--- config.mk ---
export PLATFORM = sky130hd
export DESIGN_NAME = audio_recorder_flat
export DESIGN_NICKNAME = d
export VERILOG_FILES = /design/src/rtl/audio_recorder_if.sv /design/src/rtl/audio_recorder.sv /design/src/flat_wrapper.sv
export SDC_FILE = /design/constraint.sdc
export NUM_CORES = 1
export LEC_CHECK = 0
export CAP_MARGIN = 5
export CORE_UTILIZATION = 30
export DETAILED_ROUTE_END_ITERATION = 8
export PLACE_DENSITY = 0.53
export SLEW_MARGIN = 20
export SYNTH_ARGS = -nofsm -noshare
export SYNTH_HDL_FRONTEND = slang
export SYNTH_SLANG_ARGS = --single-unit
--- constraint.sdc ---
create_clock -name CLOCK_50 -period 8.8 [get_ports CLOCK_50]
set_input_delay 1.32 -clock CLOCK_50 [delete_from_list [all_inputs] [get_ports CLOCK_50]]
set_output_delay 1.32 -clock CLOCK_50 [all_outputs]
set_load 0.02 [all_outputs]
--- src/rtl/audio_recorder_if.sv ---
// Capture-side bus between the audio recorder, the CODEC read port and the
// sample RAM write port. The recorder uses the slave view; whoever drives
// start/abort and the CODEC side uses the master view.
interface audio_recorder_if #(
  parameter int ADDR_W = 14,
  parameter int DATA_W = 24
) ();

  // Control from the top level
  logic              start;
  logic              abort;

  // CODEC read side
  logic              read_ready;
  logic [DATA_W-1:0] readdata_left;
  logic [DATA_W-1:0] readdata_right;
  logic              read;

  // Sample RAM write side
  logic              mem_we;
  logic [ADDR_W-1:0] mem_addr;
  logic [DATA_W-1:0] mem_data;

  // Status back to the top level
  logic              busy;
  logic              done;
  logic [DATA_W-1:0] peak;

  modport slave (
    input  start, abort, read_ready, readdata_left, readdata_right,
    output read, mem_we, mem_addr, mem_data, busy, done, peak
  );

  modport master (
    output start, abort, read_ready, readdata_left, readdata_right,
    input  read, mem_we, mem_addr, mem_data, busy, done, peak
  );

endinterface

--- src/rtl/audio_recorder.sv ---
// Audio recorder: drains stereo pairs from the CODEC, mixes them to mono,
// keeps one of every DECIM samples and writes a fixed-length recording of
// 2**ADDR_W samples into the sample RAM, tracking the peak magnitude.
module audio_recorder #(
  parameter int ADDR_W = 14,
  parameter int DATA_W = 24,
  parameter int DECIM  = 1
) (
  input  logic           CLOCK_50,
  input  logic           reset,
  audio_recorder_if.slave bus
);

  typedef enum logic [1:0] {
    IDLE,
    CAPTURE,
    DONE
  } state_t;

  localparam logic [7:0]        DEC_LAST = 8'(DECIM - 1);
  localparam logic [DATA_W-1:0] MOST_NEG = {1'b1, {(DATA_W-1){1'b0}}};
  localparam logic [DATA_W-1:0] MOST_POS = {1'b0, {(DATA_W-1){1'b1}}};

  state_t            r_state;
  logic [ADDR_W-1:0] r_wrPtr;
  logic [7:0]        r_decCnt;
  logic              r_busy;
  logic              r_done;
  logic              r_memWe;
  logic [ADDR_W-1:0] r_memAddr;
  logic [DATA_W-1:0] r_memData;
  logic [DATA_W-1:0] r_peak;

  logic [DATA_W:0]   w_sum;
  logic [DATA_W-1:0] w_mono;
  logic [DATA_W-1:0] w_abs;
  logic              w_accept;
  logic              w_lastAddr;

  // The CODEC is always drained so its FIFO never backs up; held off only
  // while reset is asserted.
  assign bus.read = bus.read_ready & ~reset;
  assign w_accept = bus.read_ready;

  // Mono mix: a one-bit-wider sum cannot overflow, and halving it always
  // fits back into DATA_W bits.
  assign w_sum  = {bus.readdata_left[DATA_W-1], bus.readdata_left}
                + {bus.readdata_right[DATA_W-1], bus.readdata_right};
  assign w_mono = w_sum[DATA_W:1];

  // Magnitude saturates at the most negative value, which has no positive
  // counterpart.
  assign w_abs = (w_mono == MOST_NEG) ? MOST_POS :
                 (w_mono[DATA_W-1] ? (~w_mono + 1'b1) : w_mono);

  assign w_lastAddr = (r_wrPtr == {ADDR_W{1'b1}});

  // Recorder FSM with all outputs registered; abort beats start everywhere
  // and suppresses any store on its edge.
  always_ff @(posedge CLOCK_50 or posedge reset) begin
    if (reset) begin
      r_state   <= IDLE;
      r_wrPtr   <= '0;
      r_decCnt  <= '0;
      r_busy    <= 1'b0;
      r_done    <= 1'b0;
      r_memWe   <= 1'b0;
      r_memAddr <= '0;
      r_memData <= '0;
      r_peak    <= '0;
    end else begin
      r_memWe <= 1'b0;
      case (r_state)
        IDLE, DONE: begin
          if (bus.abort) begin
            r_state <= IDLE;
            r_done  <= 1'b0;
          end else if (bus.start) begin
            r_state  <= CAPTURE;
            r_busy   <= 1'b1;
            r_done   <= 1'b0;
            r_wrPtr  <= '0;
            r_decCnt <= '0;
            r_peak   <= '0;
          end
        end
        CAPTURE: begin
          if (bus.abort) begin
            r_state <= IDLE;
            r_busy  <= 1'b0;
          end else if (w_accept) begin
            r_decCnt <= (r_decCnt == DEC_LAST) ? 8'd0 : r_decCnt + 8'd1;
            if (r_decCnt == 8'd0) begin
              r_memWe   <= 1'b1;
              r_memAddr <= r_wrPtr;
              r_memData <= w_mono;
              if (w_abs > r_peak) begin
                r_peak <= w_abs;
              end
              if (w_lastAddr) begin
                r_state <= DONE;
                r_busy  <= 1'b0;
                r_done  <= 1'b1;
              end else begin
                r_wrPtr <= r_wrPtr + 1'b1;
              end
            end
          end
        end
        default: begin
          r_state <= IDLE;
          r_busy  <= 1'b0;
          r_done  <= 1'b0;
        end
      endcase
    end
  end

  assign bus.mem_we   = r_memWe;
  assign bus.mem_addr = r_memAddr;
  assign bus.mem_data = r_memData;
  assign bus.busy     = r_busy;
  assign bus.done     = r_done;
  assign bus.peak     = r_peak;

endmodule

--- src/flat_wrapper.sv ---
// flat-port wrapper written by rule: the top's interface ports become plain ports
module audio_recorder_flat 
#(
  parameter int ADDR_W = 14,
  parameter int DATA_W = 24,
  parameter int DECIM  = 1
)
  (CLOCK_50, reset, bus_start, bus_abort, bus_read_ready, bus_readdata_left, bus_readdata_right, bus_read, bus_mem_we, bus_mem_addr, bus_mem_data, bus_busy, bus_done, bus_peak);
  audio_recorder_if #(.ADDR_W(ADDR_W), .DATA_W(DATA_W)) bus_i ();
  input  logic CLOCK_50;
  input  logic reset;
  input wire logic [$bits(bus_i.start)-1:0] bus_start;
  input wire logic [$bits(bus_i.abort)-1:0] bus_abort;
  input wire logic [$bits(bus_i.read_ready)-1:0] bus_read_ready;
  input wire logic [$bits(bus_i.readdata_left)-1:0] bus_readdata_left;
  input wire logic [$bits(bus_i.readdata_right)-1:0] bus_readdata_right;
  output wire logic [$bits(bus_i.read)-1:0] bus_read;
  output wire logic [$bits(bus_i.mem_we)-1:0] bus_mem_we;
  output wire logic [$bits(bus_i.mem_addr)-1:0] bus_mem_addr;
  output wire logic [$bits(bus_i.mem_data)-1:0] bus_mem_data;
  output wire logic [$bits(bus_i.busy)-1:0] bus_busy;
  output wire logic [$bits(bus_i.done)-1:0] bus_done;
  output wire logic [$bits(bus_i.peak)-1:0] bus_peak;
  assign bus_i.start = bus_start;
  assign bus_i.abort = bus_abort;
  assign bus_i.read_ready = bus_read_ready;
  assign bus_i.readdata_left = bus_readdata_left;
  assign bus_i.readdata_right = bus_readdata_right;
  assign bus_read = bus_i.read;
  assign bus_mem_we = bus_i.mem_we;
  assign bus_mem_addr = bus_i.mem_addr;
  assign bus_mem_data = bus_i.mem_data;
  assign bus_busy = bus_i.busy;
  assign bus_done = bus_i.done;
  assign bus_peak = bus_i.peak;
  audio_recorder #(.ADDR_W(ADDR_W), .DATA_W(DATA_W), .DECIM(DECIM)) u_core (.CLOCK_50(CLOCK_50), .reset(reset), .bus(bus_i));
endmodule
==> metrics.txt <==
CP required=~9.0 ns; worst vdd rail ir drop=around 85 uV; number of nets in the final layout=958; Via Count=about 5,700; fraction of registers with async set or reset after synthesis=1.00; Hold WC Path Type=flop to flop; master cell of the clock root buffer=sky130_fd_sc_hd__clkbuf_16; proportion of synthesized chip area in sequential cells=0.345; number of post-CTS setup repair buffers=0; actual slew at the worst max-slew pin=roughly 1 ns; TritonCTS clock tree=yes; wire length of the first global-routing pass=just under 30 mm; switching share of total power=0.391; Setup Total Neg Slack=0 ns; result of the run=completed; total length of routed wires=18.1 mm; vias in the first global route=between 5,000 and 6,000; vias per cell=a little over 5; share of final-layout standard cells stronger than drive strength 1=0.0606; maximum number of pins on one net before global-route repair=between 60 and 70; worst setup slack after layout=~1.5 ns; dominant register cell in the synthesized netlist=sky130_fd_sc_hd__dfrtp_1; number of enable flip-flop cells after synthesis=0; Power, Total=0.00179 W; number of distinct library cells after synthesis=71; CTS HTree Levels=3; final hold viol count=0; number of port buffers=118; count of state elements after synthesis=between 80 and 90; leftover overflow at the end of global routing=0; standard-cell row count=53; quantity of hold-fixing buffers added after cts=0; switching component of the power=roughly 0.0007 W; antenna violations before repair=0; starting density of the core=0.307; Die ar.=about 22,000 sq um; Ports=~120; Clk pin slew, worst setup/hold paths=approximately 0.07 ns; mapped cell area=6450 sq um; Layout area overhead=27.0%; PostCTS Resize Cnt=0; internal portion of total power=roughly 0.0011 W; buffer levels on the longest clock path=2; part of the total power dissipated in combinational logic=0.457; number of endpoints failing setup at the final stage=0; total core area=roughly 21,000 sq um; Synthesis Warnings=0; period utilization=0.833; number of diodes added for antenna fixing=0; Placement Cell Area=7880 sq um; cell type contributing the most total cell area after synthesis=sky130_fd_sc_hd__dfrtp_1; net count of the mapped netlist=approximately 860; number of cells after detailed placement=between 1,000 and 1,500; count leader, synth=sky130_fd_sc_hd__nand2_1; minimum setup slack after placement=about 1.2 ns; die width=between 100 and 150 um; largest driver fanout on the critical path=23; max-slew headroom at the worst pin=0.333; non-filler cells, final=1,133; Critical Path Sink Type=flop; DP Wirelength=between 10 and 15 mm; post-route DRC violation count=0; Worst Clk Skew=around 0.015 ns; P_leak=~3.5 nW; post-detailed-route wirelength per cell=16.0 um; Cells after Synth=750; commonest cells in the netlist=sky130_fd_sc_hd__nand2_1 (118), sky130_fd_sc_hd__dfrtp_1 (89), sky130_fd_sc_hd__ha_1 (51); clock network latency to the later pin of the worst-skew pair=0.35 ns; dominant cells by area after synthesis=sky130_fd_sc_hd__dfrtp_1 (35%), sky130_fd_sc_hd__ha_1 (9.9%), sky130_fd_sc_hd__nand2_1 (6.9%); cell area after layout=between 8000 and 9000 sq um; clock power share=0.227; violation count after the first detailed-routing iteration=202; GRT Util Overall=0.169; Min Clock Period, post-route=7.33 ns; Startpoint Class=input pin; total power per unit cell area=roughly 220 nW/um^2; endpoint arrival time on the critical path=roughly 7.6 ns; Highest Clock Rate=136 MHz; number of pins exceeding their max-slew limit in the final report=0; Final Wtd Congestion=0.852; Antenna Violating Nets Remaining=0; Syn Area/Cell=about 8.6 sq um; area share of the leading cell type in the synthesized netlist=0.345; setup repair after global routing missed its margin=no; height of the die=149 um; fraction of power consumed by sequential logic=0.316; length of the first detailed-routing pass in iterations=4; CTS sink count=89; CTS buffer count=9; worst setup path class=input pin to flop; MaxCap Viol Count=0
logic make-up (layout without fill, tap and decap cells):
group	Yosys count	in the layout	synth area share
adders and majority gates	52	52	0.102
buffers and inverters	76	184	0.0489
DFF	89	89	0.345
AOI/OAI and AO/OA	187	187	0.194
muxes	15	15	0.0256
xor gates and xnor gates	54	54	0.0734
and+or+nand+nor	277	277	0.210
critical path, cell delays in order:
cell,delay (ns)
sky130_fd_sc_hd__clkdlybuf4s50_1,0.48
sky130_fd_sc_hd__inv_1,0.06
sky130_fd_sc_hd__fa_1,0.44
sky130_fd_sc_hd__nand2b_1,0.19
sky130_fd_sc_hd__a21o_1,0.27
sky130_fd_sc_hd__a21oi_1,0.36
sky130_fd_sc_hd__nand2_1,0.09
sky130_fd_sc_hd__o311ai_0,0.76
sky130_fd_sc_hd__nor2b_1,0.28
sky130_fd_sc_hd__and3b_1,0.29
sky130_fd_sc_hd__nand4_2,0.50
sky130_fd_sc_hd__nand2_1,0.27
sky130_fd_sc_hd__ha_1,0.16
sky130_fd_sc_hd__nand4_1,0.10
sky130_fd_sc_hd__or2_2,0.33
sky130_fd_sc_hd__nor4_1,0.40
sky130_fd_sc_hd__nand4_1,0.18
sky130_fd_sc_hd__o221a_2,0.27
sky130_fd_sc_hd__nor2_1,0.15
sky130_fd_sc_hd__nor2_1,0.07
sky130_fd_sc_hd__buf_4,0.23
sky130_fd_sc_hd__a221o_1,0.35
path summary, 6_finish.rpt:
| path | depth (start not counted) | from | slack [ns] | to |
|---|---|---|---|---|
| min in group asynchronous | 2 | reset | 1.34 | u_core.bus.busy |
| max reg2reg | 10 | u_core.r_decCnt[0] | 5.33 | u_core.r_wrPtr[13] |
| min reg2reg | 2 | u_core.bus.mem_addr[4] | 0.47 | u_core.bus.mem_addr[4] |
| max | 22 | bus_readdata_right[1] | 1.47 | u_core.bus.peak[21] |
| max in group asynchronous | 3 | reset | 6.28 | u_core.r_wrPtr[0] |
| min | 2 | u_core.bus.mem_addr[4] | 0.47 | u_core.bus.mem_addr[4] |
per-stage QoR:
| stage | hold slack, ns | util |
|---|---|---|
| after floorplan | 0.460 | - |
| after global placement | 0.457 | 0.375 |
| after detailed placement | 0.462 | 0.375 |
| after CTS | 0.479 | 0.389 |
| after global routing | 0.489 | 0.389 |
| final | 0.475 | 0.389 |
cell usage in the layout, fill, tap and decap left out, drive strengths merged, types with 9 or more instances in the layout:
master / instances
nand2: 118
nor2: 45
ha: 51
nor4: 9
a21o: 17
mux2: 12
a22o: 17
o21ai: 46
xor2: 28
inv: 47
a21oi: 44
a31oi: 10
nor3: 15
clkbuf: 9
nand3: 16
nand4: 18
dfrtp: 89
nand2b: 11
clkdlybuf4s50: 118
xnor2: 26
metal layers:
layer | up-vias | wire (um) | track usage
li1 | 2878 | - | -
met2 | 118 | 8560 | 0.283
met1 | 2693 | 8750 | 0.231
met3 | 15 | 584 | 0.0175
met5 | - | 0 | 0
met4 | 0 | 230 | 0.0474
power by group through the flow:
| stage | Sequential [W] | Combinational [W] | Clock (W) |
|---|---|---|---|
| after floorplan | 0.000650 | 0.000399 | 0 |
| after global placement | 0.000575 | 0.000819 | 0 |
| after detailed placement | 0.000574 | 0.000821 | 0 |
| after CTS | 0.000566 | 0.000823 | 0.000420 |
| after global routing | 0.000576 | 0.000900 | 0.000434 |
| final | 0.000563 | 0.000816 | 0.000406 |
area by class of cell:
cell class	count	area, sq um
Inverter	44	166
Timing Repair Buffer	124	1230
Multi-Input combinational cell	585	3910
Fill cell	2160	12800
Tap cell	275	344
Clock buffer	9	225
Clock inverter	7	83.8
Sequential cell	89	2230
flip-flops by register name, indices dropped and copies added, names as in the netlist:
register	count
u_core.r_wrPtr	14
u_core.bus.mem_data	24
u_core.bus.done	1
u_core.bus.mem_addr	14
u_core.bus.peak	24
u_core.bus.mem_we	1
u_core.r_state	2
u_core.bus.busy	1
u_core.r_decCnt	8
No activity file was read; power rests on OpenSTA's default activity.
